--- config.mk ---
export PLATFORM = sky130hd
export DESIGN_NAME = uart_tx_arb_flat
export DESIGN_NICKNAME = d
export VERILOG_FILES = /design/src/rtl/uart_tx_arb_if.sv /design/src/rtl/uart_tx_arb.sv /design/src/flat_wrapper.sv
export SDC_FILE = /design/constraint.sdc
export NUM_CORES = 1
export LEC_CHECK = 0
export BUFFER_PORTS_ARGS = -buffer_cell sky130_fd_sc_hd__buf_4
export CAP_MARGIN = 20
export CORE_ASPECT_RATIO = 0.7
export CORE_MARGIN = 2
export CORE_UTILIZATION = 51
export CTS_CLUSTER_DIAMETER = 120
export DETAILED_ROUTE_END_ITERATION = 10
export GPL_TIMING_DRIVEN = 0
export PLACE_DENSITY = 0.83
export SKIP_LAST_GASP = 1
export SLEW_MARGIN = 10
export SYNTH_ARGS = -nofsm -noshare
export SYNTH_HDL_FRONTEND = slang
export SYNTH_SLANG_ARGS = --single-unit
--- constraint.sdc ---
create_clock -name clk -period 3.7 [get_ports clk]
set_input_delay 0.37 -clock clk [delete_from_list [all_inputs] [get_ports clk]]
set_output_delay 0.37 -clock clk [all_outputs]
set_load 0.1 [all_outputs]
--- src/rtl/uart_tx_arb_if.sv ---
// Handshake bundle between the requesters, the arbiter and the UART transmitter.
interface uart_tx_arb_if #(
  parameter int NREQ = 4,
  parameter int DW   = 8
);
  logic [NREQ-1:0]    req;
  logic [NREQ*DW-1:0] req_data;
  logic [NREQ-1:0]    req_mask;
  logic [NREQ-1:0]    gnt;
  logic [NREQ-1:0]    done;
  logic               err;
  logic               tx_valid;
  logic [DW-1:0]      tx_data;
  logic               tx_busy;
  logic [2:0]         owner;

  // Arbiter side
  modport master (
    input  req, req_data, req_mask, tx_busy,
    output gnt, done, err, tx_valid, tx_data, owner
  );

  // Requester / transmitter side
  modport slave (
    output req, req_data, req_mask, tx_busy,
    input  gnt, done, err, tx_valid, tx_data, owner
  );
endinterface

--- src/rtl/uart_tx_arb.sv ---
// Round-robin arbiter that shares one UART transmitter between NREQ requesters.
// One frame in flight at a time; a transmitter that never reports busy is
// abandoned after BUSY_TO cycles with an err pulse.
//
// state   | meaning
// --------+----------------------------------------------------------
// ARB     | idle, pick next eligible requester once tx_busy is low
// LAUNCH  | one-cycle tx_valid strobe (gnt shown alongside)
// WAIT_HI | waiting for the transmitter to raise tx_busy, with timeout
// WAIT_LO | frame in progress, waiting for tx_busy to drop
module uart_tx_arb #(
  parameter int NREQ    = 4,
  parameter int DW      = 8,
  parameter int BUSY_TO = 4
) (
  input logic            clk,
  input logic            rst,
  uart_tx_arb_if.master  bus
);

  localparam int CW = (BUSY_TO < 1) ? 1 : $clog2(BUSY_TO + 1);

  typedef enum logic [1:0] {ARB, LAUNCH, WAIT_HI, WAIT_LO} state_t;

  state_t          state_q;
  logic [2:0]      ptr_q;
  logic [2:0]      owner_q;
  logic [DW-1:0]   tx_data_q;
  logic [CW-1:0]   cnt_q;
  logic [NREQ-1:0] gnt_q;
  logic [NREQ-1:0] done_q;
  logic            err_q;
  logic            tx_valid_q;

  logic [NREQ-1:0] elig_d;
  logic            any_d;
  logic [2:0]      win_d;
  logic [DW-1:0]   win_data_d;

  // Winner search: smallest eligible index above the pointer, else wrap to the
  // smallest eligible index at or below it.
  always_comb begin
    elig_d     = bus.req & bus.req_mask;
    any_d      = |elig_d;
    win_d      = '0;
    win_data_d = '0;
    for (int i = NREQ - 1; i >= 0; i--) begin
      if (elig_d[i] && (i <= int'(ptr_q))) win_d = 3'(i);
    end
    for (int i = NREQ - 1; i >= 0; i--) begin
      if (elig_d[i] && (i > int'(ptr_q))) win_d = 3'(i);
    end
    for (int i = 0; i < NREQ; i++) begin
      if (3'(i) == win_d) win_data_d = bus.req_data[i*DW +: DW];
    end
  end

  // Sequencing FSM with registered strobes; pulses default low every cycle.
  always_ff @(posedge clk or negedge rst) begin
    if (!rst) begin
      state_q    <= ARB;
      ptr_q      <= 3'(NREQ - 1);
      owner_q    <= '0;
      tx_data_q  <= '0;
      cnt_q      <= '0;
      gnt_q      <= '0;
      done_q     <= '0;
      err_q      <= 1'b0;
      tx_valid_q <= 1'b0;
    end else begin
      gnt_q      <= '0;
      done_q     <= '0;
      err_q      <= 1'b0;
      tx_valid_q <= 1'b0;
      case (state_q)
        ARB: begin
          if (!bus.tx_busy && any_d) begin
            gnt_q      <= NREQ'(1) << win_d;
            tx_valid_q <= 1'b1;
            tx_data_q  <= win_data_d;
            owner_q    <= win_d;
            ptr_q      <= win_d;
            state_q    <= LAUNCH;
          end
        end
        LAUNCH: begin
          cnt_q   <= '0;
          state_q <= WAIT_HI;
        end
        WAIT_HI: begin
          if (bus.tx_busy) begin
            state_q <= WAIT_LO;
          end else begin
            cnt_q <= cnt_q + CW'(1);
            if (cnt_q == CW'(BUSY_TO - 1)) begin
              err_q   <= 1'b1;
              state_q <= ARB;
            end
          end
        end
        WAIT_LO: begin
          if (!bus.tx_busy) begin
            done_q  <= NREQ'(1) << owner_q;
            state_q <= ARB;
          end
        end
        default: state_q <= ARB;
      endcase
    end
  end

  assign bus.gnt      = gnt_q;
  assign bus.done     = done_q;
  assign bus.err      = err_q;
  assign bus.tx_valid = tx_valid_q;
  assign bus.tx_data  = tx_data_q;
  assign bus.owner    = owner_q;

endmodule

--- src/flat_wrapper.sv ---
// flat-port wrapper written by rule: the top's interface ports become plain ports
module uart_tx_arb_flat 
#(
  parameter int NREQ    = 4,
  parameter int DW      = 8,
  parameter int BUSY_TO = 4
)
  (clk, rst, bus_req, bus_req_data, bus_req_mask, bus_tx_busy, bus_gnt, bus_done, bus_err, bus_tx_valid, bus_tx_data, bus_owner);
  uart_tx_arb_if #(.NREQ(NREQ), .DW(DW)) bus_i ();
  input logic clk;
  input logic rst;
  input wire logic [$bits(bus_i.req)-1:0] bus_req;
  input wire logic [$bits(bus_i.req_data)-1:0] bus_req_data;
  input wire logic [$bits(bus_i.req_mask)-1:0] bus_req_mask;
  input wire logic [$bits(bus_i.tx_busy)-1:0] bus_tx_busy;
  output wire logic [$bits(bus_i.gnt)-1:0] bus_gnt;
  output wire logic [$bits(bus_i.done)-1:0] bus_done;
  output wire logic [$bits(bus_i.err)-1:0] bus_err;
  output wire logic [$bits(bus_i.tx_valid)-1:0] bus_tx_valid;
  output wire logic [$bits(bus_i.tx_data)-1:0] bus_tx_data;
  output wire logic [$bits(bus_i.owner)-1:0] bus_owner;
  assign bus_i.req = bus_req;
  assign bus_i.req_data = bus_req_data;
  assign bus_i.req_mask = bus_req_mask;
  assign bus_i.tx_busy = bus_tx_busy;
  assign bus_gnt = bus_i.gnt;
  assign bus_done = bus_i.done;
  assign bus_err = bus_i.err;
  assign bus_tx_valid = bus_i.tx_valid;
  assign bus_tx_data = bus_i.tx_data;
  assign bus_owner = bus_i.owner;
  uart_tx_arb #(.NREQ(NREQ), .DW(DW), .BUSY_TO(BUSY_TO)) u_core (.clk(clk), .rst(rst), .bus(bus_i));
endmodule
==> flow_summary.ini <==
[clocking]
cts_tree = done
clkSlewWorstSetupHoldPaths_ns = 0.10
cts_inserted_buffers = 3
clockRootBuffer = clkbuf_8
clock-sinks = 27
cts_setup_buffers = 0
h-tree-depth = 1
cts_max_path_buffers = 2
clk_latency_ns = 0.28

[setup_path]
r2r_start = u_core.ptr_q[1]
critical_path.startpoint = u_core.ptr_q[1]
reg2regPathDepth = 8
cp.arrival_ns = 2.14
cp_max_fo = 10
path_class = flop to flop
crit_path_max_incr_delay_ns = 0.53
r2r_end = u_core.bus.tx_data[3]
r2r_slack_ns = 1.72
required_ns = 3.86
critPathSlowestCell = dfstp_2
startpoint_type = flop
cp_common_cell = buf_6
endpoint_kind = flop
cp_cell_sequence = buf_6 > nand3_2 > a21o_1 > nand3_1 > buf_6 > buf_6 > mux2i_1 > o221ai_2

[timing]
finalHoldViolCount = 0
period_share = 0.535
clock.fmax_mhz = 505
maxSlewViolCount = 0
rsz0062_at_grt = no
fin_crit_ns = 1.98
clock_skew_ns = 0.00750
setup_viol = 0
setup_tns_ns = 0

[yosys]
ys.flop_type = dfrtp_1
async_reset_ff_frac = 1.00
syn_nets = 188
synth-seq-cells = 27
synth_top_area_frac = 0.412
synth_area_leaders = dfrtp_1, mux2i_1, o221ai_2
avgSynthCellArea_sq_um = 10.6
yosysUniqueCellTypes = 37
synth_area_sq_um = 1520
synth_warnings = 0
ys_seq_area_frac = 0.446
synth_edf_count = 0
syn_inst = 143
ys_top_cells_by_count = dfrtp_1, nand2_1, mux2i_1, nor2_1, o221ai_2
yosys.area.top_type = dfrtp_1

[min_path]
hold_depth = 3
holdCritPathClass = input pin to flop
holdPathEnd = u_core.state_q[0]
hold_start = bus_tx_busy

[layout]
fin_util = 0.740
layoutNonFillerInstCount = 246
drive_above_1_share = 0.448
areaGrowthSynthToFinish_pct = 37.4
n_antenna_cell = 0
fin_nets = 256

[floorplanning]
row_count = 16
dieWidth_um = 69.3
dieHeight_um = 49.7
start_util = 0.539
core_area_sq_um = 2820
die-area_sq_um = 3440
io_pins = 64

[pwr]
p_leak_nw = 1.04
power.density_nw_per_um2 = 760
max-vdd-ir-drop_mv = 0.560

[detailed_routing]
dr.pass1.iters = 4
ant_nets = 0
drc = 0
drtIter0Drc = 135
routedWlPerCell_um = 15.4
wirelength_um = 3800
dr_total_vias = 1360
via_per_inst = 5.53

[placement]
place_congestion = 0.938
placed_cells = 241
port_buffers = 62
hpwlAfterDp_um = 3000

[grt]
grtUsageTotal = 0.244
grt_pass1_vias = 1356
grt-ovfl-total = 0
antenna_found_initial = 0
grt_max_degree = 28
grt_pass1_wl_um = 6640

[run]
cap_violations = 0

[status]
status = completed
==> metal layers <==
layer | GRT usage | routed length [um] | part of all wire
met3 | 0.0491 | 264 | 0.069
met2 | 0.421 | 1890 | 0.50
met4 | 0.0752 | 65 | 0.017
met5 | 0 | 0 | 0
met1 | 0.311 | 1580 | 0.42
==> what timing repair did <==
action / CTS / global route
hold buffers: 1 / 0
gates resized for setup: 0 / 0
endpoints found under the hold margin: 16 / 0
==> sequential cells by signal (all words and copies together), names as in the netlist <==
name,flops
u_core.state_q,2
u_core.cnt_q,3
u_core.bus.done,4
u_core.bus.gnt,4
u_core.ptr_q,2
u_core.bus.tx_valid,1
u_core.bus.owner,2
u_core.bus.err,1
u_core.bus.tx_data,8
==> worst max path at each step <==
stage / to / slack, ns / cells after the start
finish: u_core.bus.tx_data[3] / 1.72 / 8
global route: u_core.bus.tx_data[3] / 1.63 / 8
CTS: u_core.bus.tx_data[3] / 1.75 / 8
detailed placement: u_core.bus.tx_data[3] / 1.75 / 8
global placement: u_core.bus.tx_data[7] / 1.86 / 8
floorplan: u_core.bus.tx_data[0] / 1.98 / 8
==> final cells by class <==
type	instances	area [sq um]
Multi-Input combinational cell	104	747
Fill cell	198	733
Sequential cell	27	678
Timing Repair Buffer	63	475
Buffer	8	80.1
Tap cell	36	45.0
Clock buffer	3	41.3
Inverter	4	15.0
Clock inverter	1	7.51
==> cell families (layout without fill, tap and decap cells) <==
| family | Yosys count | count (layout) | synth area share |
|---|---|---|---|
| buffers and inverters | 12 | 79 | 0.0625 |
| other | 1 | 1 | 0.00247 |
| AOI/OAI and AO/OA | 28 | 28 | 0.191 |
| muxes | 16 | 16 | 0.105 |
| DFF | 27 | 27 | 0.446 |
| and+or+nand+nor | 57 | 57 | 0.176 |
| adders and majority gates | 2 | 2 | 0.0165 |
==> through the flow <==
step | hold slack [ns] | setup WS [ns] | total power [mW] | instance area, sq um
global route | 0.367 | 1.63 | 1.67 | 2090
global placement | 0.295 | 1.86 | 1.38 | 2030
finish | 0.356 | 1.72 | 1.59 | 2090
CTS | 0.350 | 1.75 | 1.59 | 2090
floorplan | 0.0744 | 1.98 | 1.19 | 1520
detailed placement | 0.299 | 1.75 | 1.42 | 2030
==> layout by cell type, fill, tap and decap left out, types with 4 or more instances in the layout <==
master,count
a21oi_1,5
buf_4,63
buf_6,6
dfrtp_1,25
mux2i_1,16
nand2_1,25
nand3_1,4
nor2_1,15
o21ai_0,5
o221ai_2,7
==> critical path, delay by kind of cell, from the launching register on <==
family / cells / cell delay, ns
flops: 1 / 0.53
compound gates: 2 / 0.33
buf+inv: 3 / 0.48
simple gates: 2 / 0.20
mux: 1 / 0.31
==> report_power, final <==
part	switching (mW)	internal (mW)	leakage (nW)	total, mW
registers	0.0744	0.393	0.346	0.467
logic	0.681	0.264	0.675	0.945
clock network	0.0986	0.0766	0.0217	0.175
(Power assumes the default switching activity.)
